[src/rtl/barrel_shift_pkg.sv]
// Shared types and helpers for the pipelined barrel shifter.
// Mode encoding plus a width-generic bit reversal.
package barrel_shift_pkg;

  typedef enum logic [1:0] {
    MODE_SHL      = 2'd0,
    MODE_SHR      = 2'd1,
    MODE_ROL      = 2'd2,
    MODE_FLIP_SHL = 2'd3
  } mode_e;

  localparam int BSP_MAX_W = 64;

  // Reverses the low w bits of d; callers cast the result to w bits.
  function automatic logic [BSP_MAX_W-1:0] bit_reverse(
    input logic [BSP_MAX_W-1:0] d,
    input int                   w
  );
    logic [BSP_MAX_W-1:0] r;
    r = '0;
    for (int i = 0; i < BSP_MAX_W; i++) begin
      if (i < w) r[w-1-i] = d[i];
    end
    return r;
  endfunction

endpackage

[src/rtl/barrel_shift_pipe_if.sv]
// Valid/ready bus of the barrel shifter: request side and result side.
// master = producer/consumer environment, slave = the shifter.
interface barrel_shift_pipe_if #(
  parameter int WIDTH      = 16,
  parameter int WIDTH_LOG2 = 4,
  parameter int TAG_W      = 4
);
  logic                  in_valid;
  logic                  in_ready;
  logic [WIDTH-1:0]      in_data;
  logic [WIDTH_LOG2-1:0] in_amt;
  logic [1:0]            in_mode;
  logic [TAG_W-1:0]      in_tag;
  logic                  out_valid;
  logic                  out_ready;
  logic [WIDTH-1:0]      out_data;
  logic [TAG_W-1:0]      out_tag;

  modport master (
    output in_valid, in_data, in_amt,
    output in_mode, in_tag, out_ready,
    input  in_ready, out_valid,
    input  out_data, out_tag
  );

  modport slave (
    input  in_valid, in_data, in_amt,
    input  in_mode, in_tag, out_ready,
    output in_ready, out_valid,
    output out_data, out_tag
  );
endinterface

[src/rtl/barrel_shift_stage.sv]
// One pipeline stage: conditional 2^STAGE shift/rotate selected by
// amt bit STAGE, followed by a holdable register of the whole bundle.
module barrel_shift_stage
  import barrel_shift_pkg::*;
#(
  parameter int WIDTH      = 16,
  parameter int WIDTH_LOG2 = 4,
  parameter int TAG_W      = 4,
  parameter int STAGE      = 0
) (
  input  logic                  clk,
  input  logic                  rst_n,
  input  logic                  en_i,
  input  logic                  valid_i,
  input  logic [WIDTH-1:0]      data_i,
  input  logic [WIDTH_LOG2-1:0] amt_i,
  input  mode_e                 mode_i,
  input  logic [TAG_W-1:0]      tag_i,
  output logic                  valid_o,
  output logic [WIDTH-1:0]      data_o,
  output logic [WIDTH_LOG2-1:0] amt_o,
  output mode_e                 mode_o,
  output logic [TAG_W-1:0]      tag_o
);

  localparam int SH = 1 << STAGE;

  logic                  valid_q;
  logic [WIDTH-1:0]      data_d;
  logic [WIDTH-1:0]      data_q;
  logic [WIDTH_LOG2-1:0] amt_q;
  mode_e                 mode_q;
  logic [TAG_W-1:0]      tag_q;

  always_comb begin
    data_d = data_i;
    if (amt_i[STAGE]) begin
      unique case (mode_i)
        MODE_SHR: data_d = data_i >> SH;
        MODE_ROL: data_d = (data_i << SH)
                         | (data_i >> (WIDTH - SH));
        MODE_SHL,
        MODE_FLIP_SHL: data_d = data_i << SH;
        default: data_d = data_i;
      endcase
    end
  end

  always_ff @(posedge clk or negedge rst_n) begin
    if (!rst_n) begin
      valid_q <= 1'b0;
      data_q  <= '0;
      amt_q   <= '0;
      mode_q  <= MODE_SHL;
      tag_q   <= '0;
    end else if (en_i) begin
      valid_q <= valid_i;
      data_q  <= data_d;
      amt_q   <= amt_i;
      mode_q  <= mode_i;
      tag_q   <= tag_i;
    end
  end

  assign valid_o = valid_q;
  assign data_o  = data_q;
  assign amt_o   = amt_q;
  assign mode_o  = mode_q;
  assign tag_o   = tag_q;

endmodule

[src/rtl/barrel_shift_pipe.sv]
// Pipelined barrel shifter (SHL/SHR/ROL/FLIP_SHL), WIDTH_LOG2 stages,
// global stall; BARREL_SHIFT_PIPE_STATS_EN adds xfer/stall counters.
module barrel_shift_pipe
  import barrel_shift_pkg::*;
#(
  parameter int WIDTH      = 16,
  parameter int WIDTH_LOG2 = 4,
  parameter int TAG_W      = 4
) (
  input  logic                clk,
  input  logic                rst_n,
  barrel_shift_pipe_if.slave  bus_if
`ifdef BARREL_SHIFT_PIPE_STATS_EN
  ,
  output logic [31:0]         stat_xfers_o,
  output logic [31:0]         stat_stalls_o
`endif
);

  logic                  stall;
  logic                  v_s    [0:WIDTH_LOG2];
  logic [WIDTH-1:0]      d_s    [0:WIDTH_LOG2];
  logic [WIDTH_LOG2-1:0] amt_s  [0:WIDTH_LOG2];
  mode_e                 mode_s [0:WIDTH_LOG2];
  logic [TAG_W-1:0]      tag_s  [0:WIDTH_LOG2];
  logic [BSP_MAX_W-1:0]  in_ext;
  logic                  unused_tail;

  assign stall = bus_if.out_valid & ~bus_if.out_ready;
  assign bus_if.in_ready = ~stall;

  // Reversal happens before stage 0, so FLIP_SHL is plain SHL after it.
  assign in_ext    = BSP_MAX_W'(bus_if.in_data);
  assign mode_s[0] = mode_e'(bus_if.in_mode);
  assign v_s[0]    = bus_if.in_valid;
  assign amt_s[0]  = bus_if.in_amt;
  assign tag_s[0]  = bus_if.in_tag;
  assign d_s[0]    = (mode_s[0] == MODE_FLIP_SHL)
                   ? WIDTH'(bit_reverse(in_ext, WIDTH))
                   : bus_if.in_data;

  for (genvar k = 0; k < WIDTH_LOG2; k++) begin : g_stage
    barrel_shift_stage #(
      .WIDTH      (WIDTH),
      .WIDTH_LOG2 (WIDTH_LOG2),
      .TAG_W      (TAG_W),
      .STAGE      (k)
    ) u_stage (
      .clk     (clk),
      .rst_n   (rst_n),
      .en_i    (~stall),
      .valid_i (v_s[k]),
      .data_i  (d_s[k]),
      .amt_i   (amt_s[k]),
      .mode_i  (mode_s[k]),
      .tag_i   (tag_s[k]),
      .valid_o (v_s[k+1]),
      .data_o  (d_s[k+1]),
      .amt_o   (amt_s[k+1]),
      .mode_o  (mode_s[k+1]),
      .tag_o   (tag_s[k+1])
    );
  end

  assign bus_if.out_valid = v_s[WIDTH_LOG2];
  assign bus_if.out_data  = d_s[WIDTH_LOG2];
  assign bus_if.out_tag   = tag_s[WIDTH_LOG2];
  assign unused_tail = ^{amt_s[WIDTH_LOG2], mode_s[WIDTH_LOG2]};

`ifdef BARREL_SHIFT_PIPE_STATS_EN
  logic [31:0] xfers_q;
  logic [31:0] xfers_d;
  logic [31:0] stalls_q;
  logic [31:0] stalls_d;

  // Saturating counters: hold at all-ones instead of wrapping.
  always_comb begin
    xfers_d  = xfers_q;
    stalls_d = stalls_q;
    if (bus_if.out_valid && bus_if.out_ready && xfers_q != '1)
      xfers_d = xfers_q + 32'd1;
    if (stall && stalls_q != '1)
      stalls_d = stalls_q + 32'd1;
  end

  always_ff @(posedge clk or negedge rst_n) begin
    if (!rst_n) begin
      xfers_q  <= '0;
      stalls_q <= '0;
    end else begin
      xfers_q  <= xfers_d;
      stalls_q <= stalls_d;
    end
  end

  assign stat_xfers_o  = xfers_q;
  assign stat_stalls_o = stalls_q;
`endif

endmodule

[src/flat_wrapper.sv]
// flat-port wrapper written by rule: the top's interface ports become plain ports
module barrel_shift_pipe_flat import barrel_shift_pkg::*;
#(
  parameter int WIDTH      = 16,
  parameter int WIDTH_LOG2 = 4,
  parameter int TAG_W      = 4
)
  (clk, rst_n, bus_if_in_valid, bus_if_in_data, bus_if_in_amt, bus_if_in_mode, bus_if_in_tag, bus_if_out_ready, bus_if_in_ready, bus_if_out_valid, bus_if_out_data, bus_if_out_tag);
  barrel_shift_pipe_if #(.WIDTH(WIDTH), .WIDTH_LOG2(WIDTH_LOG2), .TAG_W(TAG_W)) bus_if_i ();
  input  logic clk;
  input  logic rst_n;
  input wire logic [$bits(bus_if_i.in_valid)-1:0] bus_if_in_valid;
  input wire logic [$bits(bus_if_i.in_data)-1:0] bus_if_in_data;
  input wire logic [$bits(bus_if_i.in_amt)-1:0] bus_if_in_amt;
  input wire logic [$bits(bus_if_i.in_mode)-1:0] bus_if_in_mode;
  input wire logic [$bits(bus_if_i.in_tag)-1:0] bus_if_in_tag;
  input wire logic [$bits(bus_if_i.out_ready)-1:0] bus_if_out_ready;
  output wire logic [$bits(bus_if_i.in_ready)-1:0] bus_if_in_ready;
  output wire logic [$bits(bus_if_i.out_valid)-1:0] bus_if_out_valid;
  output wire logic [$bits(bus_if_i.out_data)-1:0] bus_if_out_data;
  output wire logic [$bits(bus_if_i.out_tag)-1:0] bus_if_out_tag;
  assign bus_if_i.in_valid = bus_if_in_valid;
  assign bus_if_i.in_data = bus_if_in_data;
  assign bus_if_i.in_amt = bus_if_in_amt;
  assign bus_if_i.in_mode = bus_if_in_mode;
  assign bus_if_i.in_tag = bus_if_in_tag;
  assign bus_if_i.out_ready = bus_if_out_ready;
  assign bus_if_in_ready = bus_if_i.in_ready;
  assign bus_if_out_valid = bus_if_i.out_valid;
  assign bus_if_out_data = bus_if_i.out_data;
  assign bus_if_out_tag = bus_if_i.out_tag;
  barrel_shift_pipe #(.WIDTH(WIDTH), .WIDTH_LOG2(WIDTH_LOG2), .TAG_W(TAG_W)) u_core (.clk(clk), .rst_n(rst_n), .bus_if(bus_if_i));
endmodule
[config.mk]
export PLATFORM = sky130hd
export DESIGN_NAME = barrel_shift_pipe_flat
export DESIGN_NICKNAME = d
export VERILOG_FILES = /design/src/rtl/barrel_shift_pkg.sv /design/src/rtl/barrel_shift_pipe_if.sv /design/src/rtl/barrel_shift_stage.sv /design/src/rtl/barrel_shift_pipe.sv /design/src/flat_wrapper.sv
export SDC_FILE = /design/constraint.sdc
export NUM_CORES = 1
export LEC_CHECK = 0
export ABC_AREA = 0
export BUFFER_PORTS_ARGS = -buffer_cell sky130_fd_sc_hd__buf_2
export CAP_MARGIN = 0
export CORE_ASPECT_RATIO = 0.5
export CORE_MARGIN = 1
export CORE_UTILIZATION = 42
export DETAILED_ROUTE_END_ITERATION = 12
export GPL_TIMING_DRIVEN = 0
export MAX_ROUTING_LAYER = met4
export PLACE_DENSITY = 0.62
export SLEW_MARGIN = 20
export SYNTH_ARGS = -nofsm -noshare
export SYNTH_HDL_FRONTEND = slang
export SYNTH_SLANG_ARGS = --single-unit
[constraint.sdc]
create_clock -name clk -period 1.4 [get_ports clk]
set_input_delay 0 -clock clk [delete_from_list [all_inputs] [get_ports clk]]
set_output_delay 0 -clock clk [all_outputs]
set_load 0.03 [all_outputs]
Word-level counts from Yosys, hierarchy flattened
Cells that the tools add are included.
{"block": "word_totals", "out_inout_bits": 22, "input_bits": 30, "elab_cells": 54, "ff_bits": 102}
{"block": "classes", "n_reduce_logical": 8, "bitwise": 7, "muxes": 9, "eq_ne": 12}
{"op": "$pmux 16 s3", "n": 4}
{"op": "$mux 16", "n": 5}
{"op": "$eq 2x2->1 const B", "n": 8}
{"op": "$or 16x1->16", "n": 1}
{"op": "$or 16x2->16", "n": 1}
{"op": "$or 16x4->16", "n": 1}
{"op": "$or 16x8->16", "n": 1}
{"op": "$eq 2x1->1 const B", "n": 4}
{"op": "$logic_not 2->1", "n": 4}
{"op": "$reduce_or 2->1", "n": 4}
{"op": "$not 1->1", "n": 2}
{"op": "$and 1x1->1", "n": 1}

Logic depth before layout (Yosys ltp)
Gate-level depths: netlist (run 1).
{"block": "logic_depth", "depth_word": 5, "depth_mapped": 7, "ltp_nobuf": 5}

By module
Synthesis (run 1) repeated with hierarchy kept, for this count alone.
{"block": "hier_totals", "hier_cells": 506, "hier_area_um2": 5741.8}
{"module": "barrel_shift_stage (u_core.g_stage[0].u_stage)", "seq_area_each_um2": 675.6, "area_each_um2": 1422.6, "cells_per_inst": 123, "instances": 1}
{"module": "barrel_shift_stage (u_core.g_stage[1].u_stage)", "seq_area_each_um2": 675.6, "area_each_um2": 1402.6, "cells_per_inst": 126, "instances": 1}
{"module": "barrel_shift_stage (u_core.g_stage[2].u_stage)", "seq_area_each_um2": 675.6, "area_each_um2": 1402.6, "cells_per_inst": 120, "instances": 1}
{"module": "barrel_shift_stage (u_core.g_stage[3].u_stage)", "seq_area_each_um2": 675.6, "area_each_um2": 1258.7, "cells_per_inst": 118, "instances": 1}
{"module": "barrel_shift_pipe", "seq_area_each_um2": 0.0, "area_each_um2": 255.2, "cells_per_inst": 19, "instances": 1}

Least setup slack after synthesis (run 1)
No wires, ideal clock.
{"block": "synth_timing", "kind": "register -> register", "start": "reg u_core.g_stage[2].u_stage.mode_q[0]", "end": "reg u_core.g_stage[3].u_stage.data_q[12]", "synth_period_minus_slack_ps": 1489, "setup_ps": 135, "n_path_buf": 1, "arrival_time_ps": 1354, "slack_ps": -89, "t_required_ps": 1265, "stages_incl_launch_ff": 7, "cell_sequence": "dfrtp_1 -> inv_1 -> ha_1 -> or2_2 -> clkbuf_1 -> a32oi_1 -> o21ai_0"}
{"block": "synth_via", "elab_chain_cells": 4, "elab_cells_between_ends": 7, "cone_classes": "eq/ne: 3; mux: 2; reduce/logical: 2"}
{"item": "start: declaration", "line": "barrel_shift_stage.sv:32", "rtl": "mode_e mode_q;"}
{"item": "start signal: assignment", "line": "barrel_shift_stage.sv:60", "rtl": "mode_q <= mode_i;"}
{"item": "$eq 2x2->1 or $logic_not 2->1 (tied branches)", "line": "barrel_shift_stage.sv:38", "rtl": "unique case (mode_i)"}
{"item": "$reduce_or 2->1", "line": "barrel_shift_stage.sv:38"}
{"item": "$pmux 16 s3 (*)", "line": "barrel_shift_stage.sv:38"}
{"item": "$mux 16 (*)", "line": "barrel_shift_stage.sv:37", "rtl": "if (amt_i[STAGE]) begin"}
{"item": "end signal: assignment", "line": "barrel_shift_stage.sv:58", "rtl": "data_q <= data_d;"}
{"item": "end: declaration", "line": "barrel_shift_stage.sv:30", "rtl": "logic [WIDTH-1:0] data_q;"}
Mark *: on every way between the ends. The rest lies on a longest branch, timed or not.
A chain may end at the register's enable or synchronous reset.

Worst setup path after layout (run 1)
{"block": "layout_timing", "start": "reg u_core.g_stage[2].u_stage.mode_q[0]", "end": "reg u_core.g_stage[3].u_stage.data_q[3]"}
The elaborated chain is that of the path after synthesis.

==> results of run 1 <==
## final timing paths
path | from | end | slack (ns) | depth (start not counted)
max reg2reg | u_core.g_stage[2].u_stage.mode_o[0] | u_core.g_stage[3].u_stage.data_o[3] | -0.06 | 5
min | bus_if_in_mode[0] | u_core.g_stage[0].u_stage.mode_o[0] | 0.04 | 3
min in group asynchronous | rst_n | u_core.g_stage[0].u_stage.tag_o[3] | 0.15 | 2
max | u_core.g_stage[2].u_stage.mode_o[0] | u_core.g_stage[3].u_stage.data_o[3] | -0.06 | 5
min reg2reg | u_core.g_stage[3].u_stage.tag_o[2] | u_core.g_stage[3].u_stage.tag_o[2] | 0.46 | 2
max in group asynchronous | rst_n | u_core.g_stage[1].u_stage.mode_o[1] | 0.64 | 3
## per-stage QoR
| step | setup TNS, ns | util [%] |
|---|---|---|
| global route | -1.08 | 55.0 |
| finish | -0.251 | 55.0 |
| global placement | -65.56 | 47.6 |
| detailed placement | -5.95 | 47.9 |
| CTS | -0.541 | 52.9 |
| floorplan | 0 | - |
## what timing repair did
| action | in CTS | in global routing |
|---|---|---|
| endpoints found under the hold margin | 86 | 0 |
| endpoints found under the setup margin | 87 | 59 |
| hold buffers | 10 | 0 |
| cloned | 0 | 1 |
| pin swaps | 7 | 28 |
| buffers inserted | 6 | 10 |
| gates resized for setup | 54 | 58 |
## state kept, by name, indices dropped and copies added (netlist names)
| name | count |
|---|---|
| u_core.g_stage.u_stage.tag_o | 16 |
| u_core.g_stage.u_stage.valid_o | 4 |
| u_core.g_stage.u_stage.mode_o | 6 |
| u_core.g_stage.u_stage.amt_o | 6 |
| u_core.g_stage.u_stage.data_o | 64 |
## area by class of cell
| cell class | count | area, um2 |
|---|---|---|
| inverter | 12 | 53.8 |
| sequential | 96 | 2410 |
| tap | 165 | 206 |
| multi-input combinational | 414 | 2620 |
| buffer | 58 | 425 |
| fill | 1098 | 5360 |
| clock buffer | 13 | 250 |
| clock inverter | 3 | 65.1 |
| timing repair buffer | 79 | 527 |
## worst max-delay path: cells and delay by family, from the launching register on
kind,cells,cell delay [ns]
and+or+nand+nor,1,0.07
AOI/OAI and AO/OA,2,0.63
adders and majority gates,1,0.22
buffers and inverters,1,0.05
DFF,1,0.37
## routing by layer
layer  wire length [um]  track usage, %
met3                551            5.42
met4                 96            4.90
met2               5740            33.1
met1               6910            30.6
met5                  0               -
## power by group through the flow
stage	sequential, mW	clock [mW]	combinational (mW)
after floorplan	4.80	0	4.17
after global placement	5.01	0	5.63
after detailed placement	5.05	0	5.68
after CTS	5.05	2.65	6.22
after global routing	5.32	2.74	7.55
final	5.16	2.58	6.91
## logic make-up (layout without fill, tap and decap cells)
group / after synthesis / in the layout / synth area share, %
muxes: 16 / 16 / 4.57
adders and majority gates: 11 / 11 / 2.66
buffers and inverters: 74 / 165 / 7.62
DFF: 96 / 96 / 46.4
and+or+nand+nor: 194 / 194 / 14.6
AOI/OAI and AO/OA: 193 / 193 / 24.1
## Yosys cell counts
cell type  number
inv_2           1
a31oi_1         6
o21ba_2         3
a221oi_2        1
o21a_1          1
ha_1           11
a21oi_1         2
buf_6           3
mux2_2          1
o21ai_1        29
dfrtp_1        96
buf_2          24
nor2_1         17
o211a_1        26
or2_2           1
o21ai_0        94
clkinv_1        1
buf_4          17
clkbuf_1       18
a32oi_1         8
a221oi_1       22
nand2b_1        1
nand2_1       166
mux2_4         15
inv_1          10
o2111ai_1       1
nor2b_1         9
==> flow_summary.yaml, run 1 <==
detailed_routing:
  drtPass1Iterations: 5
  finalWirelength_mm: 13.3
  drc: 0
  vias: 4405
  vias_per_cell: 5.24
  ant_nets: 0
  drt_iter0_drc: 314
  routedWlPerCell_um: 15.8
sta:
  setup_ws_ns: -0.0613
  setup_viol: 9
  clock.fmax_mhz: 684
  rsz0062_at_grt: "yes"
  tightest_slew_ns: 0.456
  timing.final.crit_share_pct: 104
  skew_ns: 0.00430
  hold_slack_ns: 0.0426
  finalHoldViolCount: 0
  slew_viol_final: 0
  slew-limit-headroom_pct: 69.6
  min_period_ns: 1.46
logic_synthesis:
  syn_inst: 584
  yosysSeqAreaShare_pct: 46.4
  yosysWarnings: 0
  syn_area_um2: 5170
  synth_nets: 625
  yosys.area.top_type: "dfrtp_1"
  avgSynthCellArea_um2: 8.86
  ys_ff_latch: 96
  synth_top_cell_area_share_pct: 46.4
  synth.distinct_cells: 27
  synthTopCellsByArea: "dfrtp_1 46%, nand2_1 12%, o21ai_0 9.1%, o211a_1 5.0%, mux2_4 4.4%"
power_and_ir_drop:
  switchingPower_mw: 6.01
  seqPwrFrac_pct: 35.2
  p_clk_share_pct: 17.6
  power.leakage_nw: 3.10
  pwr-share-comb_pct: 47.2
  vdd_drop_max_mv: 0.757
  power_density_nw_per_um2: 2230
  power_switching_share_pct: 41.0
  p_int_mw: 8.64
  p_total_mw: 14.6
clock_tree:
  cts_tree: "built"
  clk_latency_ns: 0.34
  cts_sinks: 96
  clk_path_buf_depth: 2
  cts_root_buf: "clkbuf_16"
  numCtsBuffers: 9
  cts.clk_slew.worst_paths_ns: 0.06
  cts.htree.levels: 3
place:
  place_worst_setup_slack_ns: -0.252
  dp.cells: 801
  dpl.hpwl_mm: 9.55
  dpl_cell_area_um2: 5710
  portBuffers: 51
  gp_congestion: 0.900
setup_path:
  required_ns: 1.62
  path_class: "flop to flop"
  cp_max_fo: 8
  worstPathCellList: "inv_1 -> ha_1 -> o21a_4 -> a221oi_1 -> nor2_1"
  max_stage_delay_ns: 0.37
  slowest_stage: "dfrtp_1"
  start_kind: "flop"
  crit_arrival_ns: 1.68
  critPathCaptureType: "flop"
cells_and_area:
  layout_commonest_cell: "nand2_1"
  area_delta_synth_final_pct: 26.7
  drive_gt1_share_pct: 28.0
  stdcell_count: 840
  stdcell_area_um2: 6560
  fin_nets: 711
  final_cell_mix: "166 x nand2_1, 93 x dfrtp_1, 67 x o21ai_0, 57 x buf_2, 52 x o21ai_1"
  antenna_cells: 0
global_route:
  grt_max_degree: 53
  grt_overflow: 0
  grt_pass1_wl_mm: 21.6
  grt_pass1_vias: 4086
  grt_antenna_before_repair: 0
  grt_usage_pct: 22.2
outcome:
  outcome: "complete, but fails checks"
  violations: "negative setup slack"
run:
  drv_cap: 0
floorplan:
  start_util_pct: 43.4
  die_width_um: 159
  ios: 52
  die_area_um2: 12800
  core_region_area_um2: 11900
  rows: 28
  die_h_um: 80.5
hold_path:
  holdCritPathClass: "primary input to flop"
(Power assumes the default switching activity.)
==> run 2, diff against run 1 <==
- clock period: 1.4 -> 1.2 ns (I/O delays scaled with it)
==> flow_summary.yaml, run 2 (synthesized netlist as in run 1, its figures left out) <==
floorplan:
  ios: 52
  start_util_pct: 43.4
  die_width_um: 159
  die_h_um: 80.5
  die_area_um2: 12800
  rows: 28
  core_region_area_um2: 11900
clock_tree:
  cts.clk_slew.worst_paths_ns: 0.07
  cts_tree: "built"
  clk_path_buf_depth: 2
  cts.htree.levels: 3
  numCtsBuffers: 9
  cts_sinks: 96
  clk_latency_ns: 0.35
  cts_root_buf: "clkbuf_16"
sta:
  tns_ns: -12.21
  finalHoldViolCount: 0
  clock.fmax_mhz: 691
  slew_viol_final: 0
  skew_ns: 0.00664
  setup_ws_ns: -0.248
  slew-limit-headroom_pct: 74.2
  hold_slack_ns: 0.0254
  rsz0062_at_grt: "yes"
  tightest_slew_ns: 0.387
  min_period_ns: 1.45
  timing.final.crit_share_pct: 121
  setup_viol: 96
cells_and_area:
  antenna_cells: 0
  drive_gt1_share_pct: 47.5
  layout_commonest_cell: "dfrtp_1"
  stdcell_area_um2: 7750
  final_cell_mix: "94 x dfrtp_1, 88 x nand2_1, 63 x o21ai_1, 51 x buf_2, 50 x nand2_2"
  largest_reg_flops: 64
  area_delta_synth_final_pct: 49.8
  fin_nets: 739
setup_path:
  critPathCaptureType: "flop"
  path_class: "flop to flop"
  worst_path_dominant_cell_family: "compound AO/OA/AOI/OAI gates"
  start_kind: "flop"
  crit_arrival_ns: 1.68
  reg2reg_slack_ns: -0.25
  required_ns: 1.43
  slowest_stage: "dfrtp_1"
  crit_buf_inv: 1
  cp_max_fo: 9
  worstPathCellList: "buf_6 -> ha_4 -> o21ba_4 -> a31oi_4 -> o21ai_1"
  max_stage_delay_ns: 0.41
power_and_ir_drop:
  power_density_nw_per_um2: 2590
  power.leakage_nw: 3.66
  p_total_mw: 20.1
  vdd_drop_max_mv: 1.08
detailed_routing:
  drt_iter0_drc: 284
  vias_per_cell: 5.30
  wl_met2_mm: 7.01
  wl_met1_mm: 7.30
  vias: 4602
  finalWirelength_mm: 15.0
  routedWlPerCell_um: 17.3
  drc: 0
  dr_wl_met3_um: 501
  drtPass1Iterations: 5
  top_layer_used: "met4"
  ant_nets: 0
place:
  dpl.hpwl_mm: 9.60
  place_worst_setup_slack_ns: -0.410
  portBuffers: 51
  gp_congestion: 0.902
  dpl_cell_area_um2: 5940
hold_path:
  holdCritPathClass: "primary input to flop"
global_route:
  grt_pass1_wl_mm: 23.1
  grt_max_degree: 77
  grt_usage_pct: 23.9
  grt_pass1_vias: 4331
  grt_antenna_before_repair: 0
  grt_overflow: 0
run:
  drv_cap: 0
outcome:
  outcome: "complete, but fails checks"
  violations: "negative setup slack"
[run 2: cell types whose count changed in the layout (fill, tap and decap cells not counted), sizes merged, moves of 2 or more]
cell      change
clkbuf        -3
clkinvlp      +2
bufinv        -2
buf          +26
inv           +2
[run 2: layout make-up]
| cell class | count | area (um2) |
|---|---|---|
| flip-flops and latches | 96 | 2400 |
| well taps | 165 | 206 |
| inverters | 12 | 55.1 |
| plain buffers | 58 | 614 |
| fillers | 965 | 4160 |
| clock buffers | 10 | 229 |
| repair buffers | 107 | 1030 |
| multi-input cells | 414 | 3170 |
| clock inverters | 6 | 45.0 |
[run 2: report_power, final]
part | internal, mW | total, mW | switching [mW]
Clock | 1.41 | 2.67 | 1.26
Sequential | 4.65 | 6.37 | 1.72
Combinational | 5.41 | 11.0 | 5.62
[run 2: path summary, 6_finish.rpt]
kind / end / start / depth (start not counted)
worst max register to register: u_core.g_stage[2].u_stage.data_o[12] / u_core.g_stage[1].u_stage.mode_o[1] / 5
worst min-delay path: u_core.g_stage[0].u_stage.data_o[0] / bus_if_in_amt[0] / 3
min in group asynchronous: u_core.g_stage[3].u_stage.tag_o[3] / rst_n / 2
worst max-delay path: u_core.g_stage[2].u_stage.data_o[12] / u_core.g_stage[1].u_stage.mode_o[1] / 5
max in group asynchronous: u_core.g_stage[1].u_stage.mode_o[0] / rst_n / 3
worst min register to register: u_core.g_stage[3].u_stage.tag_o[1] / u_core.g_stage[3].u_stage.tag_o[1] / 2
[run 2: routing by layer]
metal / GRT usage (%) / vias to the layer above
met5: - / -
met4: 8.75 / 0
met3: 4.13 / 16
met2: 37.1 / 107
met1: 31.7 / 2232
li1: - / 2247
[run 2: worst reg2reg max path, stage by stage, from the launching register on]
cell,delay [ns]
dfrtp_1,0.41
buf_6,0.13
ha_4,0.28
o21ba_4,0.26
a31oi_4,0.17
o21ai_1,0.08
[run 2: stage by stage]
stage               instances  utilization [%]
CTS                       855             60.0
global route              868             65.1
detailed placement        801             49.8
global placement          800             49.5
floorplan                 584                -
finish                    868             65.1
[run 2: repair_timing]
item                                    in CTS  in global routing
setup buffers                               15                 14
hold buffers                                11                  0
gates cloned                                13                  5
endpoints found under the setup margin      96                 96
pin swaps                                   38                 57
hold endpoints to repair                   106                  0
resized for setup                          132                148
==> run 3, diff against run 2 <==
- TNS_END_PERCENT: not set -> 10
==> flow_summary.yaml, run 3 (synthesized netlist as in run 1, its figures left out) <==
outcome:
  outcome: "complete, but fails checks"
  violations: "negative hold slack, negative setup slack"
cells_and_area:
  antenna_cells: 0
  utilization_pct: 56.7
  regArea_um2: 2410
  final_cell_mix: "158 x nand2_1, 93 x dfrtp_1, 57 x o21ai_0, 55 x buf_2, 55 x o21ai_1"
  fillCellCount: 1088
  stdcell_count: 844
  area_delta_synth_final_pct: 30.5
  drive_gt1_share_pct: 31.7
  largest_reg_flops: 64
  fin_nets: 715
  multi_input_area_um2: 2690
  layout_commonest_cell: "nand2_1"
  stdcell_area_um2: 6750
clock_tree:
  cts_tree: "built"
  cts.clk_slew.worst_paths_ns: 0.07
  clk_latency_ns: 0.34
  numCtsBuffers: 9
  cts_root_buf: "clkbuf_16"
  clk_path_buf_depth: 2
  cts.htree.levels: 3
  cts_sinks: 96
place:
  dpl.hpwl_mm: 9.48
  portBuffers: 51
  dpl_cell_area_um2: 5740
  gp_congestion: 0.894
  dp.cells: 801
setup_path:
  path_class: "flop to flop"
  r2r_cells: 5
  start_kind: "flop"
  required_ns: 1.42
  crit_arrival_ns: 1.70
  critPathCaptureType: "flop"
  cp_max_fo: 8
sta:
  clock.fmax_mhz: 673
  setup_viol: 65
  min_period_ns: 1.49
  finalHoldViolCount: 1
  slew_viol_final: 0
  skew_ns: 0.00768
  slew-limit-headroom_pct: 70.9
  rsz0062_at_grt: "yes"
  tightest_slew_ns: 0.437
  hold_slack_ns: -0.00807
  setup_ws_ns: -0.285
  timing.final.crit_share_pct: 124
detailed_routing:
  drc: 0
  drt_iter0_drc: 308
  vias_per_cell: 5.27
  ant_nets: 0
  vias: 4449
  finalWirelength_mm: 13.5
  routedWlPerCell_um: 16.0
  drtPass1Iterations: 8
floorplan:
  die_width_um: 159
  die_area_um2: 12800
  ios: 52
  start_util_pct: 43.4
  rows: 28
  die_h_um: 80.5
  core_region_area_um2: 11900
power_and_ir_drop:
  switchingPower_mw: 7.28
  pwr-share-comb_pct: 49.4
  power_switching_share_pct: 41.4
  p_int_mw: 10.3
  power_density_nw_per_um2: 2600
  p_clk_share_pct: 16.3
  seqPwrFrac_pct: 34.4
  power.leakage_nw: 3.17
  vdd_drop_max_mv: 1.06
global_route:
  grt_antenna_before_repair: 0
  grt_pass1_vias: 4089
  grt_overflow: 0
  use_met1_pct: 31.5
  grt_pass1_wl_mm: 21.7
  met2_usage_pct: 32.8
  met3_usage_pct: 4.44
  busiest_layer: "met2"
  grt_usage_pct: 22.4
  grt_max_degree: 55
run:
  drv_cap: 0
hold_path:
  holdCritPathClass: "primary input to flop"
  hold_path_depth: 3
run 3: stage by stage:
step | total power, mW | hold WS, ns | setup WS, ns | TNS (ns)
5_1_grt | 18.7 | 0.0255 | -0.331 | -15.21
6_report | 17.6 | -0.00807 | -0.285 | -10.33
2_1_floorplan | 10.5 | -0.296 | -0.176 | -8.62
3_3_place_gp | 12.5 | 0.197 | -0.971 | -97.61
3_5_place_dp | 12.5 | -0.0508 | -0.412 | -21.31
4_1_cts | 16.8 | 0.000449 | -0.282 | -10.68
run 3: power by group through the flow:
stage / Sequential [mW] / Clock (mW) / Combinational, mW
floorplan: 5.60 / 0 / 4.92
global placement: 5.85 / 0 / 6.60
detailed placement: 5.89 / 0 / 6.66
CTS: 5.95 / 2.92 / 7.94
global route: 6.22 / 3.04 / 9.43
finish: 6.04 / 2.86 / 8.68
run 3: per-layer routing:
metal  routed length, um  vias up
met5                   0        -
met4                 159        0
met3                 751       21
met2                5820      141
met1                6780     2092
li1                    -     2195
run 3: worst max-delay path, stage by stage (launching register included):
cell and delay [ns]:
dfrtp_1 0.37, inv_1 0.05, ha_1 0.27, or2_4 0.29, a32oi_2 0.26, o21ai_1 0.11
run 3: area by class of cell:
type	count	share of cell area, %
multi-input combinational	414	39.8
sequential	96	35.6
timing repair buffer	81	8.37
buffer	60	7.98
clock buffer	11	3.59
tap	165	3.06
clock inverter	5	0.834
inverter	12	0.760
run 3: final timing paths:
kind                                                          start                              endpoint  slack (ns)
worst max-delay path            u_core.g_stage[2].u_stage.mode_o[0]  u_core.g_stage[3].u_stage.data_o[10]       -0.29
worst min-delay path                              bus_if_in_mode[1]   u_core.g_stage[0].u_stage.mode_o[1]      -0.008
worst max register to register  u_core.g_stage[2].u_stage.mode_o[0]  u_core.g_stage[3].u_stage.data_o[10]       -0.29
worst min register to register   u_core.g_stage[2].u_stage.tag_o[0]    u_core.g_stage[2].u_stage.tag_o[0]        0.47
max in group asynchronous                                     rst_n   u_core.g_stage[0].u_stage.mode_o[1]        0.43
min in group asynchronous                                     rst_n    u_core.g_stage[0].u_stage.tag_o[3]        0.16
run 3: what timing repair did:
item / CTS / global route
setup endpoints to repair: 96 / 96
setup buffers: 14 / 2
gates cloned: 2 / 2
hold buffers: 9 / 0
endpoints found under the hold margin: 104 / 0
pin swaps: 27 / 21
gates resized for setup: 96 / 71
